### config.mk
export PLATFORM = sky130hd
export DESIGN_NAME = capture_mem_ctrl
export DESIGN_NICKNAME = d
export VERILOG_FILES = /design/src/rtl/capture_mem_ctrl_pkg.sv /design/src/rtl/capture_mem_ctrl_circ_addr_counter.sv /design/src/rtl/capture_mem_ctrl.sv
export SDC_FILE = /design/constraint.sdc
export NUM_CORES = 1
export LEC_CHECK = 0
export ABC_AREA = 0
export CAP_MARGIN = 20
export CORE_MARGIN = 4
export CORE_UTILIZATION = 45
export DETAILED_ROUTE_END_ITERATION = 12
export PLACE_DENSITY = 0.81
export SETUP_SLACK_MARGIN = 0.5
export SLEW_MARGIN = 20
export SYNTH_ARGS = -nofsm -noshare
export SYNTH_HDL_FRONTEND = slang
export SYNTH_SLANG_ARGS = --single-unit
### constraint.sdc
create_clock -name CLK -period 5.9 [get_ports CLK]
set_input_delay 0.885 -clock CLK [delete_from_list [all_inputs] [get_ports CLK]]
set_output_delay 0.885 -clock CLK [all_outputs]
set_load 0.01 [all_outputs]
### src/rtl/capture_mem_ctrl_pkg.sv
// Shared definitions for the sample-capture SRAM controller: size defaults and FSM/status encoding.
// The State encoding below is decoded by the MCU status register, so its values are fixed.
package capture_mem_ctrl_pkg;

  localparam int ADDR_W_DEF = 18;
  localparam int DATA_W_DEF = 8;
  localparam int STATE_W    = 2;

  typedef enum logic [STATE_W-1:0] {
    ST_IDLE  = 2'd0,
    ST_WRITE = 2'd1,
    ST_DONE  = 2'd2,
    ST_READ  = 2'd3
  } state_t;

endpackage

### src/rtl/capture_mem_ctrl_circ_addr_counter.sv
// Circular SRAM address pointer: synchronous clear > load > increment, wraps 2**ADDR_W-1 -> 0.
// One-cycle update latency; never stalls.
module circ_addr_counter #(
  parameter int ADDR_W = 18
) (
  input  logic              clk,
  input  logic              rst_n,
  input  logic              clr,
  input  logic              load,
  input  logic [ADDR_W-1:0] load_val,
  input  logic              inc,
  output logic [ADDR_W-1:0] cnt
);

  always_ff @(posedge clk) begin
    if (!rst_n || clr) begin
      cnt <= '0;
    end else if (load) begin
      cnt <= load_val;
    end else if (inc) begin
      cnt <= cnt + ADDR_W'(1);
    end
  end

endmodule

### src/rtl/capture_mem_ctrl.sv
// Circular-buffer capture of two-channel ADC samples into SRAM, trigger latch, then MCU readback.
// One clock sample-to-strobe; no backpressure: every CLK_EN sample is written, pointer advances after the strobe.
module capture_mem_ctrl
  import capture_mem_ctrl_pkg::*;
#(
  parameter int ADDR_W = ADDR_W_DEF,
  parameter int DATA_W = DATA_W_DEF
) (
  input  logic                CLK,
  input  logic                RESET_n,
  input  logic                CLK_EN,
  input  logic                Start_Write,
  input  logic                Write_Ready,
  input  logic                sync_state,
  input  logic [DATA_W-1:0]   DATA_IN_A,
  input  logic [DATA_W-1:0]   DATA_IN_B,
  input  logic                Read_Start,
  input  logic                Read_Next,
  output logic [ADDR_W-1:0]   SRAM_ADDR,
  output logic [2*DATA_W-1:0] SRAM_DQ_OUT,
  output logic                SRAM_WE_n,
  output logic                SRAM_OE_n,
  output logic [ADDR_W-1:0]   Trig_Addr,
  output logic                Trig_Valid,
  output logic                Capture_Done,
  output logic [1:0]          State
);

  state_t              state_q, state_d;
  logic                we_n_q, oe_n_q;
  logic [2*DATA_W-1:0] dq_q;
  logic [ADDR_W-1:0]   trig_addr_q, last_addr_q;
  logic                trig_valid_q;
  logic [ADDR_W-1:0]   addr, wr_ptr;
  logic                wr_en, cnt_clr, cnt_load, cnt_inc, trig_set, last_set;

  // The pointer only moves after a strobe, so while one is in flight the next sample lands one slot ahead.
  assign wr_ptr = we_n_q ? addr : addr + ADDR_W'(1);

  circ_addr_counter #(.ADDR_W(ADDR_W)) u_addr (
    .clk      (CLK),
    .rst_n    (RESET_n),
    .clr      (cnt_clr),
    .load     (cnt_load),
    .load_val (last_addr_q + ADDR_W'(1)),
    .inc      (cnt_inc),
    .cnt      (addr)
  );

  always_ff @(posedge CLK) begin
    if (!RESET_n) state_q <= ST_IDLE;
    else          state_q <= state_d;
  end

  always_comb begin
    state_d  = state_q;
    wr_en    = 1'b0;
    cnt_clr  = 1'b0;
    cnt_load = 1'b0;
    cnt_inc  = !we_n_q;
    trig_set = 1'b0;
    last_set = 1'b0;
    case (state_q)
      ST_IDLE: begin
        if (Start_Write) begin
          state_d = ST_WRITE;
          cnt_clr = 1'b1;
        end
      end
      ST_WRITE: begin
        if (!Start_Write) begin
          state_d = ST_IDLE;
        end else begin
          trig_set = sync_state && !trig_valid_q;
          if (Write_Ready) begin
            state_d  = ST_DONE;
            last_set = 1'b1;
          end else begin
            wr_en = CLK_EN;
          end
        end
      end
      ST_DONE, ST_READ: begin
        if (!Start_Write) begin
          state_d = ST_IDLE;
        end else if (Read_Start) begin
          state_d  = ST_READ;
          cnt_load = 1'b1;
        end else if (state_q == ST_READ && Read_Next) begin
          cnt_inc = 1'b1;
        end
      end
      default: state_d = ST_IDLE;
    endcase
  end

  always_ff @(posedge CLK) begin
    if (!RESET_n) begin
      we_n_q       <= 1'b1;
      oe_n_q       <= 1'b1;
      dq_q         <= '0;
      trig_addr_q  <= '0;
      trig_valid_q <= 1'b0;
      last_addr_q  <= '0;
    end else begin
      we_n_q <= !wr_en;
      oe_n_q <= (state_d != ST_READ);
      if (wr_en) dq_q <= {DATA_IN_B, DATA_IN_A};
      if (cnt_clr) begin
        trig_valid_q <= 1'b0;
      end else if (trig_set) begin
        trig_valid_q <= 1'b1;
        trig_addr_q  <= wr_ptr;
      end
      if (last_set) last_addr_q <= wr_ptr - ADDR_W'(1);
    end
  end

  assign SRAM_ADDR    = addr;
  assign SRAM_DQ_OUT  = dq_q;
  assign SRAM_WE_n    = we_n_q;
  assign SRAM_OE_n    = oe_n_q;
  assign Trig_Addr    = trig_addr_q;
  assign Trig_Valid   = trig_valid_q;
  assign Capture_Done = (state_q == ST_DONE) || (state_q == ST_READ);
  assign State        = state_q;

endmodule

# == Word level (Yosys, flattened, before mapping) ==
# Cells that the tools add are included.
# classes
n_addsub,3
n_eq_ne,4
muxes,26
n_bitwise,2
reduce_logical,13
# op_table
cell,count
two-way mux 18 bit,3
adder 18 x 1 -> 18 bit (second input constant),2
subtractor 18 x 1 -> 18 bit (second input constant),1
two-way mux 1 bit,17
two-way mux 2 bit,5
case mux 2 bit (3 select lines),1
equality test 2 bit (second input constant),2
zero test 1 bit,4
OR reduction 2 bit,2
equality test 2 x 1 -> 1 bit (second input constant),1
logical AND 1 bit,2
zero test 2 bit,1
logical OR 1 bit,2
inequality test 2 bit (second input constant),1
NOT 1 bit,2
AND reduction 2 bit,1
nonzero test 2 bit,1
# totals
ff_bits,75
input_bits,24
wordCells,56

# == Longest topological paths before layout ==
# logic_depth
ltp_word,8
ltp_mapped,8
ltp_nobuf,7

# == By module ==
# Synthesis repeated with hierarchy kept, for this count alone.
# unflattened
cells_unflattened,520
hier_area_um2,4190.3
# modules_own_cells
module,n_inst,cells_each,area_each_um2,seq_area_each_um2
capture_mem_ctrl,1,396,3146.8,1141.1
circ_addr_counter,1,124,1043.5,360.3

# == Worst setup path before layout ==
# No wires, ideal clock.
# synth_path
path_kind,register to register
from,register u_addr.cnt[1]
to,register last_addr_q[17]
arrival_ps,2254
required_time_ps,5838
slack_ps,3584
path_stages_with_launch,8
cell_sequence,dfxtp_1 ha_1 nand4_2 nor4_1 xnor2_1 nand4_1 or4_1 nand3_1
# synth_via
elab_chain_cells,3
# synth_rtl
item,line,source
start: declaration,capture_mem_ctrl_circ_addr_counter.sv:12,output logic [ADDR_W-1:0] cnt
start signal: assignment,capture_mem_ctrl_circ_addr_counter.sv:19,cnt <= load_val;
start signal: assignment,capture_mem_ctrl_circ_addr_counter.sv:21,cnt <= cnt + ADDR_W'(1);
adder 18 x 1 -> 18 bit,capture_mem_ctrl.sv:38,assign wr_ptr = we_n_q ? addr : addr + ADDR_W'(1);
two-way mux 18 bit *,capture_mem_ctrl.sv:38,
subtractor 18 x 1 -> 18 bit *,capture_mem_ctrl.sv:115,if (last_set) last_addr_q <= wr_ptr - ADDR_W'(1);
end signal: assignment,capture_mem_ctrl.sv:115,
end: declaration,capture_mem_ctrl.sv:32,"logic [ADDR_W-1:0] trig_addr_q, last_addr_q;"
# Mark *: on every way between the ends. The rest lies on a longest branch, timed or not.
# A chain may end at the register's enable or synchronous reset.

# == Final worst setup path ==
# layout_path
from,register u_addr.cnt[0]
to,register last_addr_q[17]
# The elaborated chain is that of the path after synthesis.

==> results.py <==
metrics = {
    "timing": {
        "layout_min_cycle_time_ns": 3.103,
        "grt_setup_unrepaired": "false",
        "worstMarginPinSlew_ns": 1.002,
        "maxSlewViolCount": 0,
        "final_hold_viol_count": 0,
        "period_share_pct": 52.59,
        "clock_skew_ns": 0.007917,
        "worst_slack_ns": 2.797,
        "finalSetupViolations": 0,
        "fmax_mhz": 322.3,
        "relSlewSlack_pct": 32.93,
        "setup_tns_ns": 0,
    },
    "layout": {
        "drive_gt1_share_pct": 7.179,
        "areaGrowthSynthToFinish_pct": 23.45,
        "final_net_count": 607,
        "antenna_cells": 0,
        "final_util_pct": 57.33,
    },
    "synth": {
        "synth_nets": 549,
        "synth_enable_flop_cells": 0,
        "yosysUniqueCellTypes": 63,
        "synth-seq-cells": 75,
        "yosysMostFrequentCell": "dfxtp_1",
        "synth_common_cells": "dfxtp_1 (75), nor2_1 (69), nand2_1 (66)",
        "syn_area_mm2": 0.004312,
        "synth_cells": 522,
        "ys.flop_type": "dfxtp_1",
        "synth_top_area_share_pct": 34.82,
        "yosys.area.top_type": "dfxtp_1",
        "yosys_warnings": 0,
        "synth_area_leaders": "dfxtp_1 (35%), xnor2_1 (8.7%), a211oi_1 (6.1%)",
        "syn_area_per_cell_um2": 8.260,
        "yosysSeqAreaShare_pct": 34.82,
        "async_flop_share_pct": 0,
    },
    "floorplan": {
        "design.core.area_mm2": 0.009284,
        "rows": 35,
        "floorplan.initialDensity_pct": 46.44,
        "dieArea_mm2": 0.01121,
        "pin_count": 82,
        "die_w_um": 105.9,
        "fp.dieH_um": 105.9,
    },
    "route": {
        "drt-initial-drc-count": 274,
        "drc": 0,
        "antenna_left": 0,
        "avgViaCountPerCell": 5.690,
        "drtPass1Iterations": 5,
        "vias": 4063,
        "drt-total-wl_um": 11520,
        "wl_per_cell_um": 16.13,
    },
    "cts": {
        "post_cts_resized": 0,
        "clk_latency_ns": 0.36,
        "numCtsBuffers": 9,
        "post-cts-setup-buffer-count": 0,
        "ctsHoldBuffers": 0,
        "cts_tree": "yes",
        "root_buffer": "clkbuf_8",
        "clockBufferDepth": 2,
        "ctsHtreeMaxLevel": 3,
        "clk_pin_slew_worst_paths_ns": 0.09,
        "clock_sinks": 75,
    },
    "worst_setup_path": {
        "crit_fanout": 12,
        "cp_data_arrival_time_ns": 3.40,
        "required_ns": 6.20,
        "cp-end-kind": "register",
        "cp-start-kind": "register",
        "path_class": "reg2reg",
    },
    "power_and_ir_drop": {
        "cellLeakagePower_uw": 0.001757,
        "finalPower_uw": 1021,
        "irDropWorstVdd_mv": 0.1302,
        "powerDensity_mw_per_mm2": 191.8,
    },
    "grt": {
        "gr-usage-all-layers_pct": 20.77,
        "grt_antenna_before_repair": 0,
        "grt-ovfl-total": 0,
        "grt_first_pass_wirelength_um": 18960,
        "grt_max_degree": 44,
        "grt_pass1_vias": 3915,
    },
    "min_path": {
        "hp-class": "reg2reg",
    },
    "placed_design": {
        "post-place-ws_ns": 2.571,
        "gp_congestion": 0.8929,
        "hpwl_um": 8500,
        "portBuffers": 81,
    },
    "outcome": {
        "status": "finished, final reports clean",
    },
    "run": {
        "maxCapViolations": 0,
    },
}
-- power breakdown --
| part | leakage [uW] | total [uW] | switching, uW | internal, uW |
|---|---|---|---|---|
| clock | 0.0000962 | 408 | 210 | 198 |
| sequential | 0.000607 | 528 | 11.7 | 516 |
| combinational | 0.00105 | 85.0 | 41.3 | 43.6 |
| total | 0.00176 | 1020 | 263 | 758 |
-- area by class of cell --
cell class | count | area, um^2
sequential | 75 | 1501
clock inverter | 7 | 76.32
multi-input combinational | 405 | 2596
clock buffer | 9 | 123.9
inverter | 3 | 11.26
fill | 855 | 3961
timing repair buffer | 86 | 852.1
tap | 129 | 161.4
-- path summary, 6_finish.rpt --
kind | from | endpoint | slack, ns | cells past startpoint
hold reg to reg | SRAM_DQ_OUT[4] | SRAM_DQ_OUT[4] | 0.46 | 2
setup reg to reg | u_addr.cnt[0] | last_addr_q[17] | 2.80 | 7
setup / recovery | u_addr.cnt[0] | last_addr_q[17] | 2.80 | 7
hold / removal | SRAM_DQ_OUT[4] | SRAM_DQ_OUT[4] | 0.46 | 2
-- critical path: stages (launching register included) --
cell	delay, ns
dfxtp_1	0.61
ha_1	0.41
nand4_2	0.23
nor4_1	0.54
xnor2_1	0.31
nand4_1	0.28
or4_1	0.57
nand3_1	0.10
-- cells in the final DEF, fill, tap and decap left out, drive strengths merged, types with 4 or more instances in the layout --
cell / synthesis / final
nand4b: 5 / 5
a21oi: 28 / 28
nand2: 66 / 66
clkdlybuf4s50: 0 / 81
buf: 18 / 5
inv: 2 / 4
nor3b: 4 / 4
nor4: 4 / 4
nor2: 69 / 69
dfxtp: 75 / 75
and3: 11 / 11
xor2: 18 / 18
mux2i: 6 / 6
nand4: 18 / 18
nand3: 28 / 28
a311oi: 4 / 4
xnor2: 44 / 44
a211oi: 35 / 35
nor4b: 4 / 4
o21ai: 11 / 11
clkbuf: 21 / 9
and2: 6 / 6
-- metal layers --
layer	part of all wire, %	global-route usage, %	vias up
li1	-	-	1956
met1	40	24.98	1909
met2	51	35.79	163
met3	6.1	4.164	35
met4	3.0	9.066	0
met5	0	0	-
-- stage by stage --
step | std cells | instance area (um^2) | hold slack [ns]
CTS | 713 | 5311 | 0.4611
finish | 714 | 5323 | 0.4601
global placement | 697 | 5111 | 0.4413
floorplan | 522 | 4312 | 0.4568
detailed placement | 697 | 5111 | 0.4495
global route | 714 | 5323 | 0.4809
-- flip-flops by register name (all words and copies together), names as in the netlist --
register	count
SRAM_DQ_OUT	16
SRAM_OE_n	1
SRAM_WE_n	1
State	2
Trig_Addr	18
Trig_Valid	1
last_addr_q	18
u_addr.cnt	18
-- cell families after synthesis --
kind of cell               share of synthesized area [%]
adders and majority gates                         0.8707
AOI/OAI and AO/OA                                  15.35
DFF                                                34.82
xor gates and xnor gates                           13.20
buffers and inverters                              5.107
and+or+nand+nor                                    29.25
muxes                                              1.393
No activity file was read; power rests on OpenSTA's default activity.
==> RTL change: new RTL, same flow settings <==
Change the package constant `DATA_W_DEF` from 8 to 9.
--- a/src/rtl/capture_mem_ctrl_pkg.sv
+++ b/src/rtl/capture_mem_ctrl_pkg.sv
@@ -5,3 +5,3 @@
   localparam int ADDR_W_DEF = 18;
-  localparam int DATA_W_DEF = 8;
+  localparam int DATA_W_DEF = 9;
   localparam int STATE_W    = 2;
Ports: changed (resized DATA_IN_A, DATA_IN_B and SRAM_DQ_OUT); port bits go from 82 to 86. The function was not compared with the original's and may differ.
==> RTL change against the unedited design <==
Utilization hardly changed; critical path depth stayed put; sequential cell count is 2 higher; worst setup slack better by 190 ps; clock power is 23% higher; cell count is 0.14% higher; via count is 0.62% lower; design area is 5.2% higher; area after synthesis is 4.8% higher; total power is 11% higher; wire length is 1.8% higher.
==> RTL change: results (changes against the unedited design) <==
slowest_stage: "dfxtp_1"
r2r_end: "last_addr_q[14]"
muxShareOfSynthArea: 0.0122  # -0.00175
path_delay_family: "compound AO/OA/AOI/OAI gates"
p_leak_nw: 2.15  # +22%
dpl-instance-area_um2: 5340  # +4.4%
skew_ps: 12.3  # +4.40 ps
grt_pass1_wl_um: 19400  # +2.2%
ys_seq_area_frac: 0.341  # -0.00724
mappedNetlistNets: 550  # +0.18%
hold_end: "SRAM_DQ_OUT[12]"
max_stage_delay_ps: 690  # +80 ps
cp.arrival_ps: 3150  # -250 ps
holdCritStartpoint: "SRAM_DQ_OUT[12]"
switching_share: 0.231  # -0.0262
dp_hpwl_um: 8440  # -0.76%
syn_avg_cell_area_um2: 8.68  # +5.0%
grt_max_degree: 63  # +43%
power_frac_clock: 0.443  # +0.044
globalplace.congestion: 0.971  # +8.7%
postCtsSetupBuffers: 0  # unchanged
post_drt_wl_per_cell_um: 16.4  # +1.6%
synth_xor_xnor_area_share: 0.128  # -0.00444
clk_pin_slew_ps: 90  # about the same
antenna_found_initial: 0  # unchanged
crit_path_max_fanout: 12  # unchanged
avgViaCountPerCell: 5.65  # -0.75%
status: "finished, final reports clean"
grtUsageTotal: 0.204  # -0.00344
io_buffer_count: 85  # +4.9%
grt_pass1_vias: 3905  # -0.26%
synthTopCellsByArea: "dfxtp_1, nand2_1, xnor2_1"
rrSetupSlack_ps: 2990  # +190 ps
drive_above_1_share: 0.0790  # +0.00724
vdd_drop_max_v: 0.000142  # +8.9%
clockRootBuffer: "clkbuf_8"
synth_fa_ha_area_frac: 0.00830  # -0.000402
drt-initial-drc-count: 319  # +16%
tightest_slew_ps: 1070  # +66.4 ps
pwr-share-comb: 0.078  # -0.005
pg_clk_mw: 0.500  # +23%
ys_top_cells_by_count: "nand2_1, dfxtp_1, nor2_1"
worstSetupPathType: "reg -> reg"
fin_nets: 607  # unchanged
synth-compound-area-share: 0.177  # +0.0239
-- RTL change: changes by cell type after synthesis, moves of 5 or more --
cell / before / now
a21boi_0: 0 / 16
a21boi_1: 0 / 5
a211oi_1: 35 / 19
xor2_1: 17 / 27
o211a_1: 0 / 19
xnor2_1: 43 / 32
a21oi_1: 28 / 4
nor2_1: 69 / 38
nand2_1: 66 / 87
-- RTL change: tightest hold or removal path, delay by kind of cell, from the launching register on --
family          cells  cell delay (ps)
compound gates      1               50
flops               1              320
simple gates        1               50
-- RTL change: kinds of logic (layout without fill, tap and decap cells) --
| family | after synthesis | count (layout) |
|---|---|---|
| buffers and inverters | 46 | 107 |
| AO/OA/AOI/OAI | 95 | 95 |
| multiplexers | 5 | 5 |
| adder cells (fa/ha/maj) | 3 | 3 |
| AND/OR/NAND/NOR | 233 | 233 |
| flip-flops | 77 | 77 |
| XOR/XNOR | 62 | 62 |
-- RTL change: area by class of cell --
| cell class | count | area [µm²] |
|---|---|---|
| clock buffers | 10 | 138 |
| clock inverters | 5 | 108 |
| fillers | 865 | 4180 |
| inverters | 4 | 15.0 |
| multi-input cells | 398 | 2760 |
| flip-flops and latches | 77 | 1540 |
| well taps | 133 | 166 |
| repair buffers | 88 | 872 |
-- RTL change: through the flow --
stage           util  worst slack (ps)  hold WS [ps]  std cells
3_3_place_gp   0.546              2650           441        699
5_1_grt        0.573              2790           484        715
2_1_floorplan      -              3710           439        521
6_report       0.573              2990           461        715
4_1_cts        0.571              2880           461        714
3_5_place_dp   0.546              2540           448        699
-- RTL change: metal layers --
metal  share of wire  vias up  GRT usage
met4           0.012        0     0.0613
met2            0.44      182      0.328
met3            0.11       14     0.0687
li1                -     1948          -
met1            0.44     1894      0.261
met5               0        -          0
